===== config.mk =====
export PLATFORM = sky130hd
export DESIGN_NAME = multi_pwm_gen
export DESIGN_NICKNAME = d
export VERILOG_FILES = /design/src/rtl/multi_pwm_gen.sv
export SDC_FILE = /design/constraint.sdc
export NUM_CORES = 1
export LEC_CHECK = 0
export CAP_MARGIN = 20
export CORE_MARGIN = 3
export CORE_UTILIZATION = 40
export CTS_BUF_LIST = sky130_fd_sc_hd__clkbuf_4 sky130_fd_sc_hd__clkbuf_8
export CTS_CLUSTER_SIZE = 40
export DETAILED_ROUTE_END_ITERATION = 8
export SYNTH_ARGS = -nofsm -noshare
export SYNTH_HDL_FRONTEND = slang
export SYNTH_SLANG_ARGS = --single-unit

===== constraint.sdc =====
create_clock -name clk -period 7.4 [get_ports clk]
set_input_delay 0.74 -clock clk [delete_from_list [all_inputs] [get_ports clk]]
set_output_delay 0.74 -clock clk [all_outputs]
set_load 0.01 [all_outputs]

===== src/rtl/multi_pwm_gen.sv =====
// Multi-channel PWM generator: one shared frame counter, per-channel set/reset
// windows, and double-buffered configuration that takes effect only at a frame boundary.
module multi_pwm_gen #(
    parameter int NCH   = 4,
    parameter int WIDTH = 7,
    parameter int CHW   = 2
) (
    input  logic             clk,
    input  logic             reset_n,
    input  logic             en,
    input  logic [WIDTH-1:0] period,
    input  logic             cfg_we,
    input  logic [CHW-1:0]   cfg_ch,
    input  logic [WIDTH-1:0] cfg_set,
    input  logic [WIDTH-1:0] cfg_rst,
    input  logic             cfg_pol,
    input  logic             cfg_chen,
    input  logic             commit,
    output logic             busy,
    output logic             frame_start,
    output logic [WIDTH-1:0] cnt,
    output logic [NCH-1:0]   signal,
    output logic [NCH-1:0]   set_p,
    output logic [NCH-1:0]   rst_p
);

    logic [WIDTH-1:0] cnt_q, cnt_d, period_q, period_d;
    logic             busy_q, busy_d, frame_start_q, frame_start_d;

    logic [NCH-1:0][WIDTH-1:0] stg_set_q, stg_set_d, stg_rst_q, stg_rst_d;
    logic [NCH-1:0][WIDTH-1:0] act_set_q, act_set_d, act_rst_q, act_rst_d;
    logic [NCH-1:0] stg_pol_q, stg_pol_d, stg_chen_q, stg_chen_d;
    logic [NCH-1:0] act_pol_q, act_pol_d, act_chen_q, act_chen_d;
    logic [NCH-1:0] state_q, state_d, signal_q, signal_d;
    logic [NCH-1:0] set_p_q, set_p_d, rst_p_q, rst_p_d;
    logic [NCH-1:0] fire_set_s, fire_rst_s;

    logic run_s, last_s, apply_s;

    // Frame counter, commit handshake and the apply decision
    always_comb begin
        run_s   = en && (period_q >= WIDTH'(2));
        last_s  = (cnt_q == (period_q - WIDTH'(1)));
        apply_s = busy_q && (last_s || !en || (period_q < WIDTH'(2)));
        if (apply_s) begin
            cnt_d         = {WIDTH{1'b0}};
            period_d      = period;
            frame_start_d = en && (period >= WIDTH'(2));
        end else begin
            period_d      = period_q;
            frame_start_d = run_s && last_s;
            if (run_s && !last_s) begin
                cnt_d = cnt_q + WIDTH'(1);
            end else begin
                cnt_d = {WIDTH{1'b0}};
            end
        end
        if (busy_q) begin
            busy_d = !apply_s;
        end else begin
            busy_d = commit;
        end
    end

    // Staging writes and staging-to-active transfer (pre-edge staging is what gets applied)
    always_comb begin
        stg_set_d  = stg_set_q;
        stg_rst_d  = stg_rst_q;
        stg_pol_d  = stg_pol_q;
        stg_chen_d = stg_chen_q;
        for (int i = 0; i < NCH; i++) begin
            if (cfg_we && (cfg_ch == CHW'(i))) begin
                stg_set_d[i]  = cfg_set;
                stg_rst_d[i]  = cfg_rst;
                stg_pol_d[i]  = cfg_pol;
                stg_chen_d[i] = cfg_chen;
            end else begin
                stg_set_d[i]  = stg_set_q[i];
            end
        end
        if (apply_s) begin
            act_set_d  = stg_set_q;
            act_rst_d  = stg_rst_q;
            act_pol_d  = stg_pol_q;
            act_chen_d = stg_chen_q;
        end else begin
            act_set_d  = act_set_q;
            act_rst_d  = act_rst_q;
            act_pol_d  = act_pol_q;
            act_chen_d = act_chen_q;
        end
    end

    // Per-channel set/reset events; the output level uses the configuration in force after the edge
    always_comb begin
        fire_set_s = {NCH{1'b0}};
        fire_rst_s = {NCH{1'b0}};
        state_d    = state_q;
        signal_d   = signal_q;
        set_p_d    = {NCH{1'b0}};
        rst_p_d    = {NCH{1'b0}};
        for (int i = 0; i < NCH; i++) begin
            fire_rst_s[i] = run_s && act_chen_q[i] && (cnt_q == act_rst_q[i]);
            fire_set_s[i] = run_s && act_chen_q[i] && !fire_rst_s[i] && (cnt_q == act_set_q[i]);
            if (!en || fire_rst_s[i]) begin
                state_d[i] = 1'b0;
            end else if (fire_set_s[i]) begin
                state_d[i] = 1'b1;
            end else begin
                state_d[i] = state_q[i];
            end
            if (!act_chen_d[i]) begin
                state_d[i] = 1'b0;
            end else begin
                state_d[i] = state_d[i];
            end
            set_p_d[i]  = fire_set_s[i] && !state_q[i] && state_d[i];
            rst_p_d[i]  = fire_rst_s[i] && state_q[i];
            signal_d[i] = (state_d[i] & act_chen_d[i]) ^ act_pol_d[i];
        end
    end

    // State and output registers
    always_ff @(posedge clk or negedge reset_n) begin
        if (!reset_n) begin
            cnt_q         <= {WIDTH{1'b0}};
            period_q      <= {WIDTH{1'b0}};
            busy_q        <= 1'b0;
            frame_start_q <= 1'b0;
            stg_set_q     <= '0;
            stg_rst_q     <= '0;
            stg_pol_q     <= {NCH{1'b0}};
            stg_chen_q    <= {NCH{1'b0}};
            act_set_q     <= '0;
            act_rst_q     <= '0;
            act_pol_q     <= {NCH{1'b0}};
            act_chen_q    <= {NCH{1'b0}};
            state_q       <= {NCH{1'b0}};
            signal_q      <= {NCH{1'b0}};
            set_p_q       <= {NCH{1'b0}};
            rst_p_q       <= {NCH{1'b0}};
        end else begin
            cnt_q         <= cnt_d;
            period_q      <= period_d;
            busy_q        <= busy_d;
            frame_start_q <= frame_start_d;
            stg_set_q     <= stg_set_d;
            stg_rst_q     <= stg_rst_d;
            stg_pol_q     <= stg_pol_d;
            stg_chen_q    <= stg_chen_d;
            act_set_q     <= act_set_d;
            act_rst_q     <= act_rst_d;
            act_pol_q     <= act_pol_d;
            act_chen_q    <= act_chen_d;
            state_q       <= state_d;
            signal_q      <= signal_d;
            set_p_q       <= set_p_d;
            rst_p_q       <= rst_p_d;
        end
    end

    assign cnt         = cnt_q;
    assign busy        = busy_q;
    assign frame_start = frame_start_q;
    assign signal      = signal_q;
    assign set_p       = set_p_q;
    assign rst_p       = rst_p_q;

endmodule


After elaboration in Yosys (flattened, before gate mapping)
Cells that the tools add are included.
- memory bits (writable): 0
- bits in read-only memories: 0
- register bits: 160
- memories kept: 0
- bits in latches: 0
- equality and inequality tests: 12
- multiplexer cells: 18
- $add $sub $neg: 2
- order comparisons: 3
- divide/modulo/power cells: 0
- bitwise gates (word level): 8
- multiply operators: 0
- shift operators: 0
- reductions and logical operators: 55
- operators with widths (kind ; count):
    $eq 7x7->1 ; 9
    $logic_and 1x1->1 ; 37
    $ge 7x2->1 const B ; 2
    $mux 1 ; 14
    $mux 7 ; 2
    $logic_not 1->1 ; 11
    $mux 4 ; 2
    $add 7x1->7 const B ; 1
    $lt 7x2->1 const B ; 1
    $sub 7x1->7 const B ; 1
    $logic_or 1x1->1 ; 6
    $and 1x1->1 ; 4
    $eq 2x2->1 const B ; 2
    $xor 1x1->1 ; 4
    $eq 2x1->1 const B ; 1
    $logic_not 2->1 ; 1

Longest topological paths before layout
Gate-level depths: netlist (run 1).
- depth after elaboration: 12
- gate-level depth with buffers: 10

Least setup slack after synthesis (run 1)
Ideal clock, no wire load.
- kind: reg-to-reg
- start: register period_q[0]
- end: register act_set_q[0] in the netlist's numbering
- slack: 4955 ps
- stages on the path, launching flop included: 10
- arrival time: 2320 ps
- required time: 7275 ps
- clock period less this slack: 2445 ps
- cell sequence: dfrtp_1 -> inv_1 -> ha_1 -> and2_1 -> o21a_1 -> o31ai_1 -> a41o_1 -> buf_6 -> buf_6 -> mux2_4
- longest elaborated chain between the ends: 5
- RTL lines (element ; line ; source):
    start: declaration ; 27 ; logic [WIDTH-1:0] cnt_q, cnt_d, period_q, period_d;
    start signal: assignment ; 127 ; period_q <= {WIDTH{1'b0}};
    start signal: assignment ; 144 ; period_q <= period_d;
    $sub 7x1->7 ; 43 ; last_s = (cnt_q == (period_q - WIDTH'(1)));
    $eq 7x7->1 ; 43 ;
    $logic_or 1x1->1 ; 44 ; apply_s = busy_q && (last_s || !en || (period_q < WIDTH'(2)));
    $logic_or 1x1->1 (*) ; 44 ;
    $logic_and 1x1->1 (*) ; 44 ;
    end signal: assignment ; 151 ; act_set_q <= act_set_d;
    end: declaration ; 31 ; logic [NCH-1:0][WIDTH-1:0] act_set_q, act_set_d, act_rst_q, act_rst_d;
Mark *: on every way between the ends. The rest lies on a longest branch, timed or not.
A chain may end at the register's enable or synchronous reset.

Worst setup path after layout (run 1)
- start: register cnt_q[2], in the netlist cnt[2]
- end: register act_rst_q[20] in the netlist's numbering
- longest elaborated chain between the ends: 4
- RTL lines (element ; line ; source):
    start: declaration ; 27 ;
    start signal: assignment ; 126 ; cnt_q <= {WIDTH{1'b0}};
    start signal: assignment ; 143 ; cnt_q <= cnt_d;
    $eq 7x7->1 ; 43 ;
    $logic_or 1x1->1 (2 in a row) ; 44 ;
    $logic_and 1x1->1 ; 44 ;
    end signal: assignment ; 152 ; act_rst_q <= act_rst_d;
    end: declaration ; 31 ;
No other way between the ends.

==> reports/qor.log, run 1 <==
[run_status] run status finished clean
[yosys] adder and majority cell fraction of the synthesized area 0.520%
[place] cell count after placement 784
[clock_tree] clock latency on the worst-skew pair 0.45 ns
[yosys] Netlist Area Pre-Place 7210 um^2
[clock_tree] Post-CTS Setup Bufs 0
[clock_tree] clk sinks 160
[sta] worst hold margin 0.345 ns
[route] number of vias per cell 5.18
[yosys] Post-Syn Nets 558
[place] hpwl dp 10.3 mm
[global_route] global-route wire length before repair 24.6 mm
[clock_tree] CTS root buf sky130_fd_sc_hd__clkbuf_8
[global_route] largest net degree at the start of global routing 89
[final_layout] final standard cell utilization of the core 47.4%
[yosys] post-synthesis register bit count 160
[worst_setup_path] sort of element at the start of the critical path register
[floorplanning] die height 140 um
[worst_setup_path] flop2flop setup slack 3.89 ns
[clock_tree] Clock Tree Buf Depth 2
[floorplanning] core box area 17,500 um^2
[worst_setup_path] highest net fanout along the worst path 57
[route] residual DRC count 0
[clock_tree] TritonCTS clock tree built
[sta] final number of setup-violating endpoints 0
[global_route] initial antenna violation count 0
[final_layout] fin area 8290 um^2
[place] global placement routability congestion 0.802
[yosys] warnings from Yosys 0
[yosys] post-synthesis share of cell area spent on and, or, nand and nor gates 6.40%
[yosys] Post-Syn Area per Cell 13.7 um^2
[worst_hold_path] Min-Delay Path Class input pin to async pin
[route] final routed wirelength across all metal layers 14.9 mm
[final_layout] non-filler instance count after layout 816
[clock_tree] clock transition time at the flip-flop clock pins of the worst setup and hold paths 0.08 ns
[global_route] overflow left after global routing 0
[floorplanning] I/O pin count 51
[clock_tree] post-CTS sizing 0
[sta] max-slew violations 0
[final_layout] Final #Nets 611
[floorplanning] Site Rows 48
[sta] actual transition at the worst max-transition pin 1.06 ns
[sta] Slew HR 28.9%
[route] Vias 4,223
[yosys] sequential area share after synthesis 55.5%
[sta] Tmin final 3.51 ns
[pwr] leakage 3.49 nW
[clock_tree] cts bufs inserted 17
[clock_tree] count of hold buffers inserted by post-cts repair 0
[sta] Final WS setup 3.89 ns
[route] DR pass1 iterations 4
[yosys] fraction of the mapped netlist area in compound gates 3.07%
[worst_setup_path] worst endpoint required time 7.73 ns
[pwr] maximum resistive drop on vdd 141 uV
[floorplanning] effective utilization at floorplan 41.3%
[pwr] ratio of total power to cell area 330 nW/um^2
[sta] setup repair after global routing missed its margin false
[sta] worst clock skew on the final layout 0.0131 ns
[place] placed cell areas 7930 um^2
[worst_setup_path] cell with the largest stage delay on the worst path sky130_fd_sc_hd__dfrtp_1
[worst_setup_path] Max stage delay on crit path 0.80 ns
[global_route] via count of the first global-routing pass 4,524
[sta] final hold violation count 0
[sta] aggregate negative setup slack 0 ns
[sta] peak clock frequency supported by timing 0.285 GHz
[global_route] global-route usage over all layers 16.0%
[yosys] gate count after technology mapping 525
[sta] final critical-path share of the clock period 47.4%
[yosys] fraction of synthesized area in multiplexers 23.2%
[yosys] count of distinct cell types in the synthesized netlist 39
[yosys] largest family of logic cells by synthesized area multiplexers
[worst_setup_path] Arr. time, crit path 3.84 ns
[worst_setup_path] startpoint-to-endpoint class of the critical path register to register
[floorplanning] Die Outline Area 19,700 um^2
[place] I/O Buffers 50
[route] violation count after the first detailed-route iteration 139
[worst_setup_path] critical path cell sequence and2_1 -> a211oi_1 -> o31ai_1 -> a41o_2 -> buf_4 -> mux2_2
[final_layout] layout overhead on the synthesized area 14.9%
[route] average wire per standard cell 18.3 um
[clock_tree] number of levels the H-tree was split into 4
[worst_setup_path] Worst setup EP type register
[flow_run] number of max-cap violations 0
[final_layout] # diodes 0
[final_layout] ratio of cells with drive above 1 in the final layout 30.8%
[pwr] sum of internal, switching and leakage power 2.74 mW
[yosys] XOR/XNOR share of the synthesized area 9.23%
[floorplanning] Die X 140 um
[place] worst setup slack before clock tree synthesis 3.90 ns
[route] DRT antenna net count 0
[report_power, final]
part / switching, mW / total [mW] / leakage (nW) / internal [mW]
Clock: 0.319 / 0.578 / 0.185 / 0.259
Combinational: 0.318 / 0.780 / 1.37 / 0.461
Sequential: 0.229 / 1.38 / 1.94 / 1.15
Total: 0.866 / 2.74 / 3.49 / 1.87
[metal layers]
layer  track usage (%)  part of all wire [%]  vias to the layer above
met3              3.48                   3.4                       20
li1                  -                     -                     1954
met4              5.35                   1.5                        0
met2              26.9                    51                       69
met1              20.7                    44                     2180
met5                 0                     0                        -
[placed cells by master, fill, tap and decap left out, types with 3 or more instances in the layout]
cell                              instances
sky130_fd_sc_hd__xnor2_1                 44
sky130_fd_sc_hd__nand3_1                  9
sky130_fd_sc_hd__nor3_1                  14
sky130_fd_sc_hd__o31ai_1                  3
sky130_fd_sc_hd__nand4_1                  5
sky130_fd_sc_hd__nor2_1                  16
sky130_fd_sc_hd__mux2_4                  19
sky130_fd_sc_hd__inv_1                    8
sky130_fd_sc_hd__dfrtp_1                160
sky130_fd_sc_hd__a41oi_1                  4
sky130_fd_sc_hd__buf_4                    4
sky130_fd_sc_hd__clkbuf_8                20
sky130_fd_sc_hd__mux2i_1                  4
sky130_fd_sc_hd__nor4_1                  13
sky130_fd_sc_hd__clkinv_2                 5
sky130_fd_sc_hd__ha_1                     3
sky130_fd_sc_hd__o21a_1                   5
sky130_fd_sc_hd__clkdlybuf4s50_1         49
sky130_fd_sc_hd__clkinv_4                 3
sky130_fd_sc_hd__nand2_1                 16
sky130_fd_sc_hd__and2_1                   7
sky130_fd_sc_hd__mux2_2                 120
sky130_fd_sc_hd__xor2_1                  32
[flip-flops by register name, indices dropped and copies added (netlist names), 7 cells and up]
signal,flops
act_rst_q,28
act_set_q,28
stg_rst_q,28
stg_set_q,28
cnt,7
period_q,7
[area by class of cell]
type,instances,area [um^2]
clock buffer,20,275
multi-input combinational,336,3070
sequential,160,4000
inverter,8,30.0
timing repair buffer,55,547
clock inverter,12,83.8
tap,225,282
fill,1532,9190
[critical path: cells and delay by family (launching register included)]
kind                   cells  cell delay (ns)
AOI/OAI and AO/OA          3             1.15
DFF                        1             0.80
buffers and inverters      1             0.70
muxes                      1             0.42
and+or+nand+nor            1             0.26
[cell families after synthesis]
| kind of cell | after synthesis |
|---|---|
| and+or+nand+nor | 90 |
| buffers and inverters | 29 |
| adders and majority gates | 3 |
| muxes | 143 |
| xor gates and xnor gates | 76 |
| AOI/OAI and AO/OA | 24 |
| DFF | 160 |
[final timing paths]
kind	start	to	cells past startpoint
min	reset_n	stg_rst_q[19]	1
min in group clk	stg_set_q[22]	act_set_q[22]	1
max reg2reg	cnt[2]	act_rst_q[20]	6
max	cnt[2]	act_rst_q[20]	6
min reg2reg	stg_set_q[22]	act_set_q[22]	1
max in group asynchronous	reset_n	busy	2
[synthesized netlist by cell type]
master / number / share of area, %
sky130_fd_sc_hd__nand2b_1: 2 / 0.17
sky130_fd_sc_hd__nor3b_1: 2 / 0.21
sky130_fd_sc_hd__nor2_1: 16 / 0.83
sky130_fd_sc_hd__nor4_1: 13 / 1.1
sky130_fd_sc_hd__a311o_1: 1 / 0.14
sky130_fd_sc_hd__nor2b_1: 1 / 0.087
sky130_fd_sc_hd__dfrtp_1: 160 / 56
sky130_fd_sc_hd__nor3_1: 14 / 0.97
sky130_fd_sc_hd__and3_1: 1 / 0.087
sky130_fd_sc_hd__mux2i_1: 4 / 0.56
sky130_fd_sc_hd__o31ai_1: 3 / 0.31
sky130_fd_sc_hd__buf_2: 6 / 0.42
sky130_fd_sc_hd__mux2_2: 120 / 19
sky130_fd_sc_hd__a41oi_2: 1 / 0.23
sky130_fd_sc_hd__o21ai_0: 2 / 0.14
sky130_fd_sc_hd__nand3_1: 9 / 0.62
sky130_fd_sc_hd__buf_6: 4 / 0.62
sky130_fd_sc_hd__o41a_1: 1 / 0.16
sky130_fd_sc_hd__o21a_1: 5 / 0.52
sky130_fd_sc_hd__clkbuf_1: 6 / 0.31
sky130_fd_sc_hd__o21ai_2: 1 / 0.12
sky130_fd_sc_hd__a211oi_1: 1 / 0.10
sky130_fd_sc_hd__a22oi_1: 1 / 0.10
sky130_fd_sc_hd__or4_1: 2 / 0.21
sky130_fd_sc_hd__buf_1: 5 / 0.26
sky130_fd_sc_hd__o41ai_4: 1 / 0.38
sky130_fd_sc_hd__a41oi_1: 4 / 0.49
sky130_fd_sc_hd__xnor2_1: 44 / 5.3
sky130_fd_sc_hd__a32oi_1: 1 / 0.12
sky130_fd_sc_hd__inv_1: 8 / 0.42
sky130_fd_sc_hd__ha_1: 3 / 0.52
sky130_fd_sc_hd__mux2_4: 19 / 4.0
sky130_fd_sc_hd__nand3b_1: 2 / 0.21
sky130_fd_sc_hd__o32ai_1: 1 / 0.12
sky130_fd_sc_hd__xor2_1: 32 / 3.9
sky130_fd_sc_hd__nand4_1: 5 / 0.43
sky130_fd_sc_hd__nand2_1: 16 / 0.83
sky130_fd_sc_hd__a41o_1: 1 / 0.14
sky130_fd_sc_hd__and2_1: 7 / 0.61
(Power assumes the default switching activity.)
==> run 2, diff against run 1 <==
==> constraint.sdc (replaced) <==
create_clock -name clk -period 3.4 [get_ports clk]
set_input_delay 0.34 -clock clk [delete_from_list [all_inputs] [get_ports clk]]
set_output_delay 0.34 -clock clk [all_outputs]
set_load 0.01 [all_outputs]
==> run 2 against run 1 <==
Effect of this change:
- worst hold slack better by 0.090 ns
- core utilization grew 0.53 points
- largest power group unchanged
- highest routed layer unchanged
- combinational power up 130%
- final area up 1.1%
- critical endpoint is now act_chen_q[3]
- non-clock buffer count grew 16
- global-route usage grew 0.28 points
- clock skew is 0.0017 ns lower
- first-iteration DRC count increased by 68%
- register-to-register slack got worse by 3.5 ns
- sequential share of layout area is 0.53 points lower
- sequential power up 110%
==> reports/qor.log, run 2 (same netlist as run 1, synthesis figures left out) <==
[sta] aggregate negative setup slack 0 ns [unchanged]
[worst_setup_path] category of cells accounting for the largest share of critical-path delay compound AO/OA/AOI/OAI gates [unchanged]
[final_layout] ratio of cells with drive above 1 in the final layout 32.1% [was 30.8%]
[floorplanning] die height 140 um [unchanged]
[route] residual DRC count 0 [unchanged]
[floorplanning] core box area 17,500 um^2 [unchanged]
[final_layout] non-filler instance count after layout 829 [was 816]
[clock_tree] clock latency on the worst-skew pair 0.45 ns [about the same]
[route] Vias 4,339 [was 4,223]
[floorplanning] I/O pin count 51 [unchanged]
[route] DR pass1 iterations 4 [unchanged]
[run_status] run status finished clean [unchanged]
[pwr] switching portion of total power 31.1% [was 31.6%]
[place] placed cell areas 8050 um^2 [was 7930 um^2]
[final_layout] leading cell type in the layout, fill and taps excluded sky130_fd_sc_hd__dfrtp_1 [unchanged]
[pwr] net load switching power 1.85 mW [was 0.866 mW]
[floorplanning] Die X 140 um [unchanged]
[worst_setup_path] buffering stage count on the worst path with inverters included 0 [was 1]
[final_layout] # diodes 0 [unchanged]
[worst_setup_path] sort of element at the start of the critical path register [unchanged]
[final_layout] layout overhead on the synthesized area 16.2% [was 14.9%]
[sta] Slew HR 31.7% [was 28.9%]
[worst_setup_path] highest net fanout along the worst path 15 [was 57]
[route] number of vias per cell 5.23 [was 5.18]
[clock_tree] TritonCTS clock tree built [unchanged]
[place] cell count after placement 799 [was 784]
[floorplanning] Die Outline Area 19,700 um^2 [unchanged]
[global_route] largest net degree at the start of global routing 68 [was 89]
[sta] Tmin final 3.03 ns [was 3.51 ns]
[route] average wire per standard cell 18.4 um [was 18.3 um]
[place] hpwl dp 11.0 mm [was 10.3 mm]
[sta] actual transition at the worst max-transition pin 1.02 ns [was 1.06 ns]
[worst_setup_path] flop2flop setup slack 0.37 ns [was 3.89 ns]
[route] violation count after the first detailed-route iteration 233 [was 139]
[sta] max-slew violations 0 [unchanged]
[worst_setup_path] Reg2Reg Launch Point period_q[2] [was cnt[2]]
[worst_setup_path] worst endpoint required time 3.73 ns [was 7.73 ns]
[clock_tree] number of levels the H-tree was split into 4 [unchanged]
[global_route] global-route usage over all layers 16.3% [was 16.0%]
[final_layout] commonest cells after routing, fill and taps aside sky130_fd_sc_hd__dfrtp_1 (160), sky130_fd_sc_hd__mux2_2 (120), sky130_fd_sc_hd__clkdlybuf4s50_1 (49) [unchanged]
[sta] setup repair after global routing missed its margin false [unchanged]
[place] global placement routability congestion 0.795 [was 0.802]
[worst_setup_path] Max stage delay on crit path 0.84 ns [was 0.80 ns]
[sta] final critical-path share of the clock period 89.2% [was 47.4%]
[pwr] maximum resistive drop on vdd 295 uV [was 141 uV]
[sta] final hold violation count 0 [unchanged]
[clock_tree] cts bufs inserted 17 [unchanged]
[pwr] internal power consumption 4.09 mW [was 1.87 mW]
[worst_setup_path] depth of the critical timing path with buffers and inverters included 6 [unchanged]
[worst_setup_path] cell with the largest stage delay on the worst path sky130_fd_sc_hd__a41oi_2 [was sky130_fd_sc_hd__dfrtp_1]
[worst_setup_path] Worst setup EP type register [unchanged]
[route] DRT antenna net count 0 [unchanged]
[pwr] Reg power frac 49.9% [was 50.4%]
[global_route] initial antenna violation count 0 [unchanged]
[global_route] via count of the first global-routing pass 4,580 [was 4,524]
[clock_tree] Clock Tree Buf Depth 2 [unchanged]
[global_route] global-route wire length before repair 25.0 mm [was 24.6 mm]
[flow_run] number of max-cap violations 0 [unchanged]
[floorplanning] effective utilization at floorplan 41.3% [unchanged]
[clock_tree] clk sinks 160 [unchanged]
[sta] peak clock frequency supported by timing 0.330 GHz [was 0.285 GHz]
[place] I/O Buffers 50 [unchanged]
[clock_tree] CTS root buf sky130_fd_sc_hd__clkbuf_8 [unchanged]
[final_layout] Final #Nets 627 [was 611]
[pwr] share of total power in the clock network 20.2% [was 21.1%]
[worst_setup_path] critical path cell sequence nor4_1 -> a22oi_1 -> a32oi_1 -> o21ai_2 -> a41oi_2 -> mux2_2 [was and2_1 -> a211oi_1 -> o31ai_1 -> a41o_2 -> buf_4 -> mux2_2]
[clock_tree] clock transition time at the flip-flop clock pins of the worst setup and hold paths 0.08 ns [about the same]
[floorplanning] Site Rows 48 [unchanged]
[sta] worst clock skew on the final layout 0.0114 ns [was 0.0131 ns]
[worst_setup_path] Arr. time, crit path 3.36 ns [was 3.84 ns]
[pwr] relative contribution of combinational cells to total power 30.0% [was 28.5%]
[worst_hold_path] Min-Delay Path Class input pin to async pin [unchanged]
[route] final routed wirelength across all metal layers 15.2 mm [was 14.9 mm]
[global_route] overflow left after global routing 0 [unchanged]
[final_layout] fin area 8380 um^2 [was 8290 um^2]
[worst_setup_path] startpoint-to-endpoint class of the critical path register to register [unchanged]
[worst_setup_path] number of cells traversed by the worst register-to-register path 6 [unchanged]
[worst_setup_path] reg2reg end act_chen_q[3] [was act_rst_q[20]]
[sta] final number of setup-violating endpoints 0 [unchanged]
[pwr] ratio of total power to cell area 709 nW/um^2 [was 330 nW/um^2]
[pwr] leakage 3.55 nW [was 3.49 nW]
[run 2: worst register-to-register path: stages (launching register included)]
cell,delay (ns)
sky130_fd_sc_hd__dfrtp_1,0.45
sky130_fd_sc_hd__nor4_1,0.64
sky130_fd_sc_hd__a22oi_1,0.22
sky130_fd_sc_hd__a32oi_1,0.23
sky130_fd_sc_hd__o21ai_2,0.11
sky130_fd_sc_hd__a41oi_2,0.84
sky130_fd_sc_hd__mux2_2,0.43
[run 2: power by group through the flow]
stage                     Sequential, mW  Clock (mW)  Combinational (mW)
after floorplan                     2.88           0                1.36
after global placement              2.98           0                1.75
after detailed placement            3.01           0                1.80
after CTS                           2.97        1.23                1.81
after global routing                3.05        1.32                1.93
final                               2.96        1.20                1.78
[run 2: worst max-delay path by stage]
| stage | start | to | slack, ns |
|---|---|---|---|
| after detailed placement | period_q[0] | act_chen_q[3] | 0.38 |
| after global placement | period_q[0] | act_pol_q[3] | 0.52 |
| after global routing | period_q[0] | act_chen_q[2] | 0.19 |
| final | period_q[2] | act_chen_q[3] | 0.37 |
| after floorplan | period_q[0] | act_set_q[0] | 0.95 |
| after CTS | period_q[0] | act_chen_q[3] | 0.37 |
[run 2: area by class of cell]
cell class,count,area (um^2)
inverters,8,30.0
clock buffers,22,284
fillers,1541,9090
repair buffers,71,674
flip-flops and latches,160,4000
clock inverters,7,40.0
well taps,225,282
multi-input cells,336,3070
[run 2: repair_timing]
| item | CTS | global route |
|---|---|---|
| gates resized for setup | 0 | 0 |
| buffers inserted | 0 | 0 |
| hold endpoints to repair | 64 | 0 |
| hold buffers | 1 | 0 |
[run 2: metal layers]
layer	vias to the layer above	routed length (um)	track usage, %
li1	1986	-	-
met1	2255	6790	21.3
met2	78	7530	26.8
met3	20	657	3.76
met4	0	272	5.41
met5	-	0	0
[run 2: through the flow]
stage	util (%)	total power [mW]	setup WS [ns]	hold WS [ns]
floorplan	-	4.24	0.955	0.0444
global placement	46.1	4.73	0.520	0.372
detailed placement	46.1	4.81	0.384	0.376
CTS	48.0	6.02	0.369	0.449
global route	48.0	6.31	0.191	0.471
finish	48.0	5.94	0.366	0.435
